===== src/rtl/lane_init_ctrl.sv =====
// Lane initialization sequencer for the USB4 logical layer.
// Walks the lane through sideband detect, lane-parameter exchange, TS1/TS2
// training and CL0, debouncing sbrx and handshaking with the sideband
// transaction engine and the ordered-set generator. All outputs are registered.
module lane_init_ctrl #(
   parameter int T_CONNECT    = 25,
   parameter int T_DISCONNECT = 14,
   parameter int T_TIMEOUT    = 1000,
   parameter int TS_COUNT     = 16
) (
   input  logic       SystemClock,
   input  logic       SystemReset,
   input  logic       enable,
   input  logic       sbrx,
   output logic       sbtx,
   output logic       lp_req,
   input  logic       lp_done,
   input  logic       lp_err,
   output logic       ts_en,
   output logic [1:0] ts_type,
   input  logic       ts1_rcvd,
   input  logic       ts2_rcvd,
   output logic       cl0,
   output logic       disconnect,
   output logic [2:0] state
);

   typedef enum logic [2:0] {
      DISABLED    = 3'd0,
      DETECT      = 3'd1,
      LANE_PARAMS = 3'd2,
      TRAIN_TS1   = 3'd3,
      TRAIN_TS2   = 3'd4,
      LANE_CL0    = 3'd5
   } laneState_t;

   localparam int HI_W = $clog2(T_CONNECT + 1);
   localparam int LO_W = $clog2(T_DISCONNECT + 1);
   localparam int TO_W = $clog2(T_TIMEOUT);
   localparam int TS_W = $clog2(TS_COUNT + 1);

   localparam logic [HI_W-1:0] HI_MAX  = HI_W'(T_CONNECT);
   localparam logic [LO_W-1:0] LO_MAX  = LO_W'(T_DISCONNECT);
   localparam logic [TO_W-1:0] TO_LAST = TO_W'(T_TIMEOUT - 1);
   localparam logic [TS_W-1:0] TS_LAST = TS_W'(TS_COUNT - 1);
   localparam logic [TS_W-1:0] TS_MAX  = TS_W'(TS_COUNT);

   laneState_t      currentState;
   laneState_t      nextState;
   logic [HI_W-1:0] hiCnt;
   logic [LO_W-1:0] loCnt;
   logic [TO_W-1:0] toCnt;
   logic [TS_W-1:0] tsCnt;

   logic connDet;
   logic discDet;
   logic timeoutHit;
   logic tsPulse;
   logic tsHit;
   logic linkActive;
   logic timedState;
   logic stateChange;
   logic discEvent;

   assign connDet     = (hiCnt >= HI_MAX);
   assign discDet     = (loCnt >= LO_MAX);
   assign timeoutHit  = (toCnt == TO_LAST);
   assign linkActive  = currentState inside {LANE_PARAMS, TRAIN_TS1, TRAIN_TS2, LANE_CL0};
   assign timedState  = currentState inside {LANE_PARAMS, TRAIN_TS1, TRAIN_TS2};
   // TS2 also counts in TRAIN_TS1 because the partner may already be ahead.
   assign tsPulse     = ((currentState == TRAIN_TS1) && (ts1_rcvd || ts2_rcvd)) ||
                        ((currentState == TRAIN_TS2) && ts2_rcvd);
   assign tsHit       = tsPulse && (tsCnt == TS_LAST);
   assign stateChange = (nextState != currentState);
   assign state       = currentState;

   // Debounce sbrx: saturating run-length counters, each cleared by the opposite level.
   always_ff @(posedge SystemClock or negedge SystemReset) begin
      if (!SystemReset) begin
         hiCnt <= '0;
         loCnt <= '0;
      end else if (sbrx) begin
         // NOTE: sequential state uses non-blocking assignments so every flop
         // samples pre-edge values regardless of statement order.
         loCnt <= '0;
         if (hiCnt != HI_MAX) hiCnt <= hiCnt + 1'b1;
      end else begin
         hiCnt <= '0;
         if (loCnt != LO_MAX) loCnt <= loCnt + 1'b1;
      end
   end

   // Next-state selection: enable=0 > disconnect > error/timeout > forward progress.
   always_comb begin
      // NOTE: defaults first so every path assigns every output; no latches.
      nextState = currentState;
      discEvent = 1'b0;
      if (!enable) begin
         nextState = DISABLED;
      end else if (linkActive && discDet) begin
         nextState = DETECT;
         discEvent = 1'b1;
      end else if (timedState && timeoutHit) begin
         nextState = DETECT;
      end else begin
         case (currentState)
            DISABLED:    nextState = DETECT;
            DETECT:      if (connDet) nextState = LANE_PARAMS;
            LANE_PARAMS: begin
               if (lp_err)       nextState = DETECT;
               else if (lp_done) nextState = TRAIN_TS1;
            end
            TRAIN_TS1:   if (tsHit) nextState = TRAIN_TS2;
            TRAIN_TS2:   if (tsHit) nextState = LANE_CL0;
            LANE_CL0:    nextState = LANE_CL0;
            default:     nextState = DISABLED;
         endcase
      end
   end

   // State register plus per-state timeout and ordered-set counters, cleared on entry.
   always_ff @(posedge SystemClock or negedge SystemReset) begin
      if (!SystemReset) begin
         currentState <= DISABLED;
         toCnt        <= '0;
         tsCnt        <= '0;
      end else begin
         currentState <= nextState;
         if (stateChange) begin
            toCnt <= '0;
            tsCnt <= '0;
         end else begin
            if (toCnt != TO_LAST)             toCnt <= toCnt + 1'b1;
            if (tsPulse && (tsCnt != TS_MAX)) tsCnt <= tsCnt + 1'b1;
         end
      end
   end

   // Registered outputs, decoded from the state being entered so they align with state.
   always_ff @(posedge SystemClock or negedge SystemReset) begin
      if (!SystemReset) begin
         sbtx       <= 1'b0;
         lp_req     <= 1'b0;
         ts_en      <= 1'b0;
         ts_type    <= 2'd0;
         cl0        <= 1'b0;
         disconnect <= 1'b0;
      end else begin
         sbtx       <= (nextState != DISABLED);
         lp_req     <= (nextState == LANE_PARAMS) && (currentState != LANE_PARAMS);
         ts_en      <= (nextState == TRAIN_TS1) || (nextState == TRAIN_TS2);
         ts_type    <= (nextState == TRAIN_TS1) ? 2'd1 :
                       (nextState == TRAIN_TS2) ? 2'd2 : 2'd0;
         cl0        <= (nextState == LANE_CL0);
         disconnect <= discEvent;
      end
   end

endmodule


===== config.mk =====
export PLATFORM = sky130hd
export DESIGN_NAME = lane_init_ctrl
export DESIGN_NICKNAME = d
export VERILOG_FILES = /design/src/rtl/lane_init_ctrl.sv
export SDC_FILE = /design/constraint.sdc
export NUM_CORES = 1
export LEC_CHECK = 0
export CAP_MARGIN = 40
export CORE_MARGIN = 5
export CORE_UTILIZATION = 30
export DETAILED_ROUTE_END_ITERATION = 16
export PLACE_DENSITY = 0.48
export REMOVE_ABC_BUFFERS = 1
export SLEW_MARGIN = 10
export SYNTH_ARGS = -nofsm -noshare
export SYNTH_HDL_FRONTEND = slang
export SYNTH_SLANG_ARGS = --single-unit

===== constraint.sdc =====
create_clock -name SystemClock -period 2.05 [get_ports SystemClock]
set_clock_uncertainty 0.05 [all_clocks]
set_input_delay 0.3075 -clock SystemClock [delete_from_list [all_inputs] [get_ports SystemClock]]
set_output_delay 0.3075 -clock SystemClock [all_outputs]
set_load 0.05 [all_outputs]

Yosys cells after proc, flatten, opt, wreduce, memory -nomap -nowiden

Index checks and enable logic that the tools add are counted.
W data, S select, Z words.

Register bits: 34
Bits in latches: 0
Bits in writable memories: 0
Bits in read-only memories: 0
Input bits: 8
Output and inout port bits: 10
Logic and storage cells: 73
Memories kept: 0

Add/subtract/negate cells: 4
Multiply operators: 0
Divide/modulo/power cells: 0
$lt $le $gt $ge: 2
Eq/ne operators: 18
Shift operators: 0
Mux-type cells: 21
Bitwise operators: 0
Reductions and logical operators: 17

Operator list:

| cell                    | number |
|---|---|
| $mux W3                 | 8 |
| $mux W10                | 2 |
| $mux W5                 | 4 |
| $pmux W3 S6             | 1 |
| $eq A3 B2 Y1 const B    | 4 |
| $eq A3 B3 Y1 const B    | 4 |
| $add A10 B1 Y10 const B | 1 |
| $add A5 B1 Y5 const B   | 2 |
| $eq A10 B10 Y1 const B  | 1 |
| $ne A10 B10 Y1 const B  | 1 |
| $ne A5 B5 Y1 const B    | 2 |
| $mux W4                 | 2 |
| $logic_and A1 B1 Y1     | 7 |
| $reduce_bool A2 Y1      | 3 |
| $reduce_bool A3 Y1      | 2 |
| $eq A5 B4 Y1 const B    | 1 |
| $ge A5 B5 Y1 const B    | 1 |
| $add A4 B1 Y4 const B   | 1 |
| $ge A4 B4 Y1 const B    | 1 |
| $mux W2                 | 2 |
| $ne A4 B4 Y1 const B    | 1 |
| $reduce_bool A4 Y1      | 1 |
| $eq A3 B1 Y1 const B    | 1 |
| $logic_not A3 Y1        | 1 |
| 5 further kinds         | 8 |

Depth between registers and ports, before layout

Gate-level depths: netlist of the first run.

Depth in word-level cells: 12
Depth in mapped cells: 10
Mapped depth without buffers: 10

Worst setup path after synthesis of the first run

No wires, ideal clock.

Path kind: register to register
Start point: reg currentState[1], in the netlist state[1]
End point: reg tsCnt[0]
Library setup time: 119 ps
Data arrival time: 2,379 ps
Data required time: 1,881 ps
Path slack: -498 ps
Stages on the path, launching flop included: 10
Buffers on the path: 2
Clock period less this slack: 2,548 ps
Cell sequence: dfrtp_1 buf_6 inv_1 ha_1 o311ai_0 nor4bb_1 a211o_1 nand4_4 buf_6 nor2_2

Word-level cells in the longest chain between the ends: 11
Elaborated cells on any way between the ends: 27
Classes of those cells: eq/ne (6); mux (10); reduce/logical (11)

Ends and longest elaborated chain:

| item                                                 | line     | source |
|---|---|---|
| start, declared                                      | 48       | `laneState_t currentState;` |
| start signal, assigned                               | 128      | `currentState <= nextState;` |
| $eq A3 B2 Y1 / $eq A3 B3 Y1 (equally long branches)  | -        |  |
| $logic_and A1 B1 Y1 (on tied branches)               | 71, 72   |  |
| $logic_or A1 B1 Y1                                   | 71       | `assign tsPulse = ((currentState == TRAIN_TS1) && (ts1_rcvd \|\| ts2_rcvd)) \|\|` |
| $logic_and A1 B1 Y1                                  | 73       | `assign tsHit = tsPulse && (tsCnt == TS_LAST);` |
| $mux W3 (on tied branches)                           | 114, 113 |  |
| $pmux W3 S6                                          | 106      | `case (currentState)` |
| $mux W3                                              | 103      | `end else if (timedState && timeoutHit) begin` |
| $mux W3                                              | 100      | `end else if (linkActive && discDet) begin` |
| $mux W3                                              | 98       | `if (!enable) begin` |
| $ne A3 B3 Y1                                         | 74       | `assign stateChange = (nextState != currentState);` |
| $mux W5 / $reduce_bool A2 Y1 (equally long branches) | -        |  |
| end signal, assigned                                 | 134      | `if (tsPulse && (tsCnt != TS_MAX)) tsCnt <= tsCnt + 1'b1;` |
| end, declared                                        | 53       | `logic [TS_W-1:0] tsCnt;` |

Several ways; a longest one is shown, not always the timed one.
A chain may end at the register's enable or synchronous reset.

Final worst setup path of the first run

Start point: reg currentState[2], in the netlist state[2]
End point: reg sbtx

Word-level cells in the longest chain between the ends: 10
Elaborated cells on any way between the ends: 24
Classes of those cells: eq/ne (5); mux (9); reduce/logical (10)

Ends and longest elaborated chain:

| item                                                | line     | source |
|---|---|---|
| $eq A3 B2 Y1 / $eq A3 B3 Y1 (equally long branches) | -        |  |
| $logic_and A1 B1 Y1 (on tied branches)              | 71, 72   |  |
| $logic_or A1 B1 Y1                                  | 71       |  |
| $logic_and A1 B1 Y1                                 | 73       |  |
| $mux W3 (on tied branches)                          | 114, 113 |  |
| $pmux W3 S6                                         | 106      |  |
| $mux W3                                             | 103      |  |
| $mux W3 (*)                                         | 100      |  |
| $mux W3 (*)                                         | 98       |  |
| named net nextState[1]                              | 49       | `laneState_t nextState;` |
| $reduce_bool A3 Y1 (*)                              | 149      | `sbtx <= (nextState != DISABLED);` |
| end signal, assigned                                | 149      |  |
| end, declared                                       | 15       | `output logic sbtx,` |

The timed path passes the listed nets; every way through them passes the cells marked *.

==> metrics.txt, run 1 <==
Tmin final roughly 2200 ps; Chip Height 90.2 µm; vias per cell 4.75; status finished, violations left; Yosys cell types 44; Post-synth EDFFs 0; max cap viols 0; core area ~0.0063 mm²; worst vdd ir 0.258 mV; relative slew slack 65.8%; top cells by area, synth dfrtp_1, ha_1, xor2_1; total gr overflow 0; Pleak 0.00121 µW; diode count 0; # fillers 634; I/O Pins 18; final setup violation count 22; WP data required 2160 ps; CP Launch Type flop; H-tree depth 2; NumNets Final 286; DR iter-0 viols 25; Die Area between 0.008 and 0.009 mm²; Synth warnings 0; antenna-violating nets left 0; clk buf depth 2; Worst Hold Slack 388 ps; highest fanout seen on the critical path 7; Synth area leader dfrtp_1; Worst-Margin Slew 511 ps; RSZ-0062 raised after global routing yes; final WL 4.44 mm; post-synthesis cell area 0.00193 mm²; Cells after Synth 197; GRT Resource Usage Total 11.7%; initial antenna violation count 0; clock latency on the worst-skew pair 280 ps; CP endpoint kind flop; vias in the first global route around 1.7k; Placed Cells roughly 330; sequential share of the synthesized area between 40% and 50%; DRC Markers 0; Seq cells post-synth 34; Die W 90.2 µm; clk slew on worst S/H paths around 70 ps; first-pass detailed-route iteration total 4; DR WL/cell 12.9 µm; fin cells 345; final worst-path setup slack -184 ps; I/O Buffers 17; layout cells sized above 1 between 30% and 40%; syn avg cell area 9.81 µm²; Hold Crit Class in -> async; layout overhead on the synthesized area 43.2%; Final Util 43.8%; failing checks setup timing; global placer's final weighted congestion between 0.7 and 0.8; PwrDens around 520 mW/mm²; period utilisation layout 109%; Synth top area share 44.0%; DP Wirelength 3.31 mm; fin. max-slew vios 0; Hold Fails Final Rpt 0; Critical Path AT approximately 2300 ps; most frequent cells in the layout buf_4, dfrtp_1, clkdlybuf4s50_1; most common cell after layout, fill and taps aside buf_4; cts bufs inserted 5; # rows 29; Initial Utilization a little under a third; Post-synth ARST share 100%; clock sinks 34; predominant post-synthesis flop cell dfrtp_1; Root Driver clkbuf_8; vias post-DR about 1.6k; largest net degree at the start of global routing 35; Peak Freq approximately 450 MHz; WS Path Type reg -> reg; CTS tree built; global-route wire length before repair 7.77 mm
-- layout make-up --
type	count	area (µm²)	share of cell area, %
Clock inverter	1	5.00	0.181
Timing Repair Buffer	68	561	20.3
Tap cell	77	96.3	3.48
Clock buffer	7	86.3	3.12
Sequential cell	34	852	30.8
Inverter	14	52.6	1.90
Multi-Input combinational cell	144	1110	40.3
-- synthesized netlist by cell type (2+ instances only) --
master     n
nor2_1    16
a211oi_1   3
ha_1      11
and3_1     4
or2_2      4
nor4_1     2
xor2_1     8
or3_1      3
inv_1     14
and2_1     4
nand2b_1   2
a31oi_1    3
nor4bb_1   2
nor3_1    10
xnor2_1    7
o21ai_0    4
mux2i_1    2
nand2_1   12
a21oi_1    6
dfrtp_1   34
nand4_1    3
nand3_1    9
nor2b_1    3
buf_6      2
nor2_2    10
-- sequential cells by signal, summed over array words and instances (netlist names) --
name	flops
ts_en	1
lp_req	1
loCnt	4
disconnect	1
ts_type	2
tsCnt	5
hiCnt	5
toCnt	10
state	3
cl0	1
sbtx	1
-- through the flow --
stage / total power [µW] / TNS [ps] / setup WS, ps / cell area [µm²]
2_1_floorplan: 802 / -9130 / -559 / 1890
3_3_place_gp: 925 / -6480 / -392 / 2510
3_5_place_dp: 927 / -7020 / -405 / 2510
4_1_cts: 1470 / -2010 / -161 / 2700
5_1_grt: 1540 / -4670 / -260 / 2770
6_report: 1440 / -2750 / -184 / 2770
-- critical path: stages (launching register included) --
cell       delay [ps]
dfrtp_2           430
or3b_4            420
a2111oi_4         480
or2_4             220
nor3_2             50
buf_4             140
or3_1             330
-- path summary, 6_finish.rpt --
kind / startpoint / end / slack [ps] / cells after the start
setup / recovery: state[2]$_DFF_PN0_ / sbtx$_DFF_PN0_ / -180 / 6
hold / removal: SystemReset / hiCnt[2]$_DFFE_PN0P_ / 390 / 2
setup reg to reg: state[2]$_DFF_PN0_ / sbtx$_DFF_PN0_ / -180 / 6
hold reg to reg: toCnt[9]$_DFFE_PN0P_ / toCnt[9]$_DFFE_PN0P_ / 520 / 2
max in group asynchronous: SystemReset / state[2]$_DFF_PN0_ / 1220 / 2
min in group SystemClock: toCnt[9]$_DFFE_PN0P_ / toCnt[9]$_DFFE_PN0P_ / 520 / 2
-- routing by layer --
| layer | track usage [%] | vias to the layer above | part of all wire (%) |
|---|---|---|---|
| met5 | 0 | - | 0 |
| met4 | 4.09 | 0 | 1.1 |
| met3 | 3.59 | 5 | 4.2 |
| met2 | 19.2 | 23 | 49 |
| met1 | 14.4 | 792 | 46 |
| li1 | - | 820 | - |
-- what timing repair did --
item | 4_1_cts | 5_1_grt
hold buffers | 0 | 0
buffers inserted | 3 | 0
endpoints found under the setup margin | 22 | 22
resized for setup | 19 | 15
pin swaps | 10 | 17
-- cell families (layout without fill, tap and decap cells) --
logic type | Yosys count | in the layout | share of synthesized area [%]
compound gates | 27 | 27 | 10.6
xor+xnor | 15 | 15 | 6.80
fa+ha+maj | 11 | 11 | 7.12
buf+inv | 19 | 90 | 4.73
flops | 34 | 34 | 44.0
mux | 2 | 2 | 1.04
simple gates | 89 | 89 | 25.6
-- where the power goes --
group | internal, µW | leakage [µW] | switching [µW]
registers | 692 | 0.000461 | 11.5
logic | 119 | 0.000704 | 113
clock network | 271 | 0.0000482 | 238
Power figures use the tool's default switching activity.
==> inputs of run 2 (changes only) <==
--- a/config.mk
+++ b/config.mk
@@ -6,10 +6,10 @@
 export NUM_CORES = 1
 export LEC_CHECK = 0
 export CAP_MARGIN = 40
-export CORE_MARGIN = 5
-export CORE_UTILIZATION = 30
+export CORE_MARGIN = 2
+export CORE_UTILIZATION = 51
 export DETAILED_ROUTE_END_ITERATION = 16
-export PLACE_DENSITY = 0.48
+export PLACE_DENSITY = 0.74
 export REMOVE_ABC_BUFFERS = 1
 export SLEW_MARGIN = 10
 export SYNTH_ARGS = -nofsm -noshare
==> constraint.sdc (replaced) <==
create_clock -name SystemClock -period 1.9 [get_ports SystemClock]
set_clock_uncertainty 0.05 [all_clocks]
set_input_delay 0.285 -clock SystemClock [delete_from_list [all_inputs] [get_ports SystemClock]]
set_output_delay 0.285 -clock SystemClock [all_outputs]
set_load 0.05 [all_outputs]
==> run 2 against run 1 <==
Effect of this change:
- the run still ends with setup timing left
- cell count decreased by 5.2%
- maximum frequency down 2.0%
- non-clock buffer count increased by 11
- sequential share of layout area is 0.99 points lower
- routed wire length rose by 16%
==> metrics.txt, run 2 (synthesized netlist as in run 1, its figures left out) <==
status finished, violations left; failing checks setup timing; Critical R2R Launch state[1]$_DFF_PN0_; CP endpoint kind flop; antenna-violating nets left 0; vias per cell 5.57; switching share of power 25.8%; Worst Hold Slack 334 ps; clk buf depth 2; core area 0.00366 mm²; PwrDens 549 mW/mm²; I/O Buffers 17; global-route wire length before repair between 8 and 9 mm; most frequent cells in the layout buf_4, dfrtp_1, clkdlybuf4s50_1; internal power 1170 µW; max incr delay on CP 480 ps; relative slew slack 66.6%; Biggest register toCnt; NumNets Final 297; Initial Utilization 52.8%; Die Area ~0.0043 mm²; # fillers about 220; clock latency on the worst-skew pair approximately 300 ps; initial antenna violation count 0; max reg flops 10; max cap viols 0; Tmin final between 2000 and 2500 ps; clock share of power 35.3%; DR WL/cell 15.7 µm; Pleak 0.00128 µW; fin. max-slew vios 0; Reg-to-Reg End tsCnt[2]$_DFFE_PN0P_; GRT Resource Usage Total 25.3%; clk slew on worst S/H paths 70 ps; # rows 22; CP Launch Type flop; CP max-delay cell a2111oi_4; CTS tree built; Peak Freq 439 MHz; I/O Pins 18; final WL 5.15 mm; layout overhead on the synthesized area 48.2%; setup TNS -7260 ps; highest fanout seen on the critical path 7; Multi-input gate area 0.00115 mm²; cts bufs inserted 5; diode count 0; Critical Path AT roughly 2500 ps; CP Cell Sequence or3b_4 > a2111oi_4 > or2_4 > a211o_1 > nand4_4 > buf_6 > nor2_2; total gr overflow 0; FF-to-FF setup slack -380 ps; Worst-Margin Slew 499 ps; leading registers by flop count toCnt: 10 flops, hiCnt: 5 flops, tsCnt: 5 flops; Hold Fails Final Rpt 0; H-tree depth 2; Switch Pwr between 400 and 500 µW; vias post-DR between 1.5k and 2k; worst vdd ir 0.427 mV; final setup violation count 23; WP data required 2080 ps; Sequential Power Share 48.4%; Root Driver clkbuf_8; CP startpoint state[1]$_DFF_PN0_; Reg2Reg Depth 7; Hold Crit Class in -> async; most common cell after layout, fill and taps aside buf_4; Chip Height 65.5 µm; DRC Markers 0; cts hold-fix bufs 0; Final Power 1570 µW; largest net degree at the start of global routing 35; Register Area 853 µm²; layout cells sized above 1 roughly 43%; Gate power share 16.3%; Die W 65.5 µm; period utilisation layout 120%; RSZ-0062 raised after global routing yes; clock sinks 34; first-pass detailed-route iteration total 6; global placer's final weighted congestion 0.856; final worst-path setup slack -380 ps; DR iter-0 viols 118; DP Wirelength roughly 3.4 mm; vias in the first global route 1838; WS Path Type reg -> reg
==> run 2: timing repair <==
item                                    4_1_cts  5_1_grt
resized for setup                            28       21
setup buffers                                 7        7
endpoints found under the setup margin       23       22
pin swaps                                    21       10
==> run 2: how the worst max path moves through the flow <==
stage                                 endpoint  cells after the start
after floorplan           tsCnt[4]$_DFFE_PN0P_                      7
after global placement    tsCnt[1]$_DFFE_PN0P_                      8
after detailed placement  toCnt[3]$_DFFE_PN0P_                      9
after CTS                 tsCnt[3]$_DFFE_PN0P_                      7
after global routing      tsCnt[2]$_DFFE_PN0P_                      7
final                     tsCnt[2]$_DFFE_PN0P_                      7
==> run 2: metal layers <==
| layer | global-route usage (%) | up-vias | share of wire, % |
|---|---|---|---|
| met4 | 12.2 | 0 | 2.0 |
| met2 | 46.7 | 52 | 55 |
| met1 | 26.4 | 914 | 39 |
| met3 | 6.68 | 13 | 4.1 |
| met5 | 0 | - | 0 |
| li1 | - | 842 | - |
==> run 2: final cells by class <==
class / instances / share of cell area (%)
timing repair buffer: 79 / 22.7
multi-input combinational: 144 / 40.3
clock buffer: 7 / 3.02
clock inverter: 1 / 0.175
tap: 48 / 2.10
sequential: 34 / 29.8
inverter: 14 / 1.84
==> run 2: worst max-delay path: cells and delay by family, from the launching register on <==
kind,cells,cell delay [ps]
buf+inv,1,190
flops,1,450
simple gates,4,860
compound gates,2,650
==> run 2: power by group through the flow <==
| stage | clock network, µW | logic (µW) | registers, µW |
|---|---|---|---|
| global route | 600 | 275 | 762 |
| CTS | 567 | 242 | 759 |
| floorplan | 0 | 74.7 | 791 |
| global placement | 0 | 205 | 771 |
| detailed placement | 0 | 217 | 773 |
| finish | 555 | 256 | 760 |
==> run 2: through the flow <==
stage                     area, µm²  std cells  utilization, %  worst slack (ps)
after floorplan                1890        192               -              -709
final                          2860        327            78.2              -380
after global placement         2480        305            67.6              -411
after detailed placement       2480        305            67.6              -498
after global routing           2860        327            78.2              -480
after CTS                      2740        320            74.8              -311
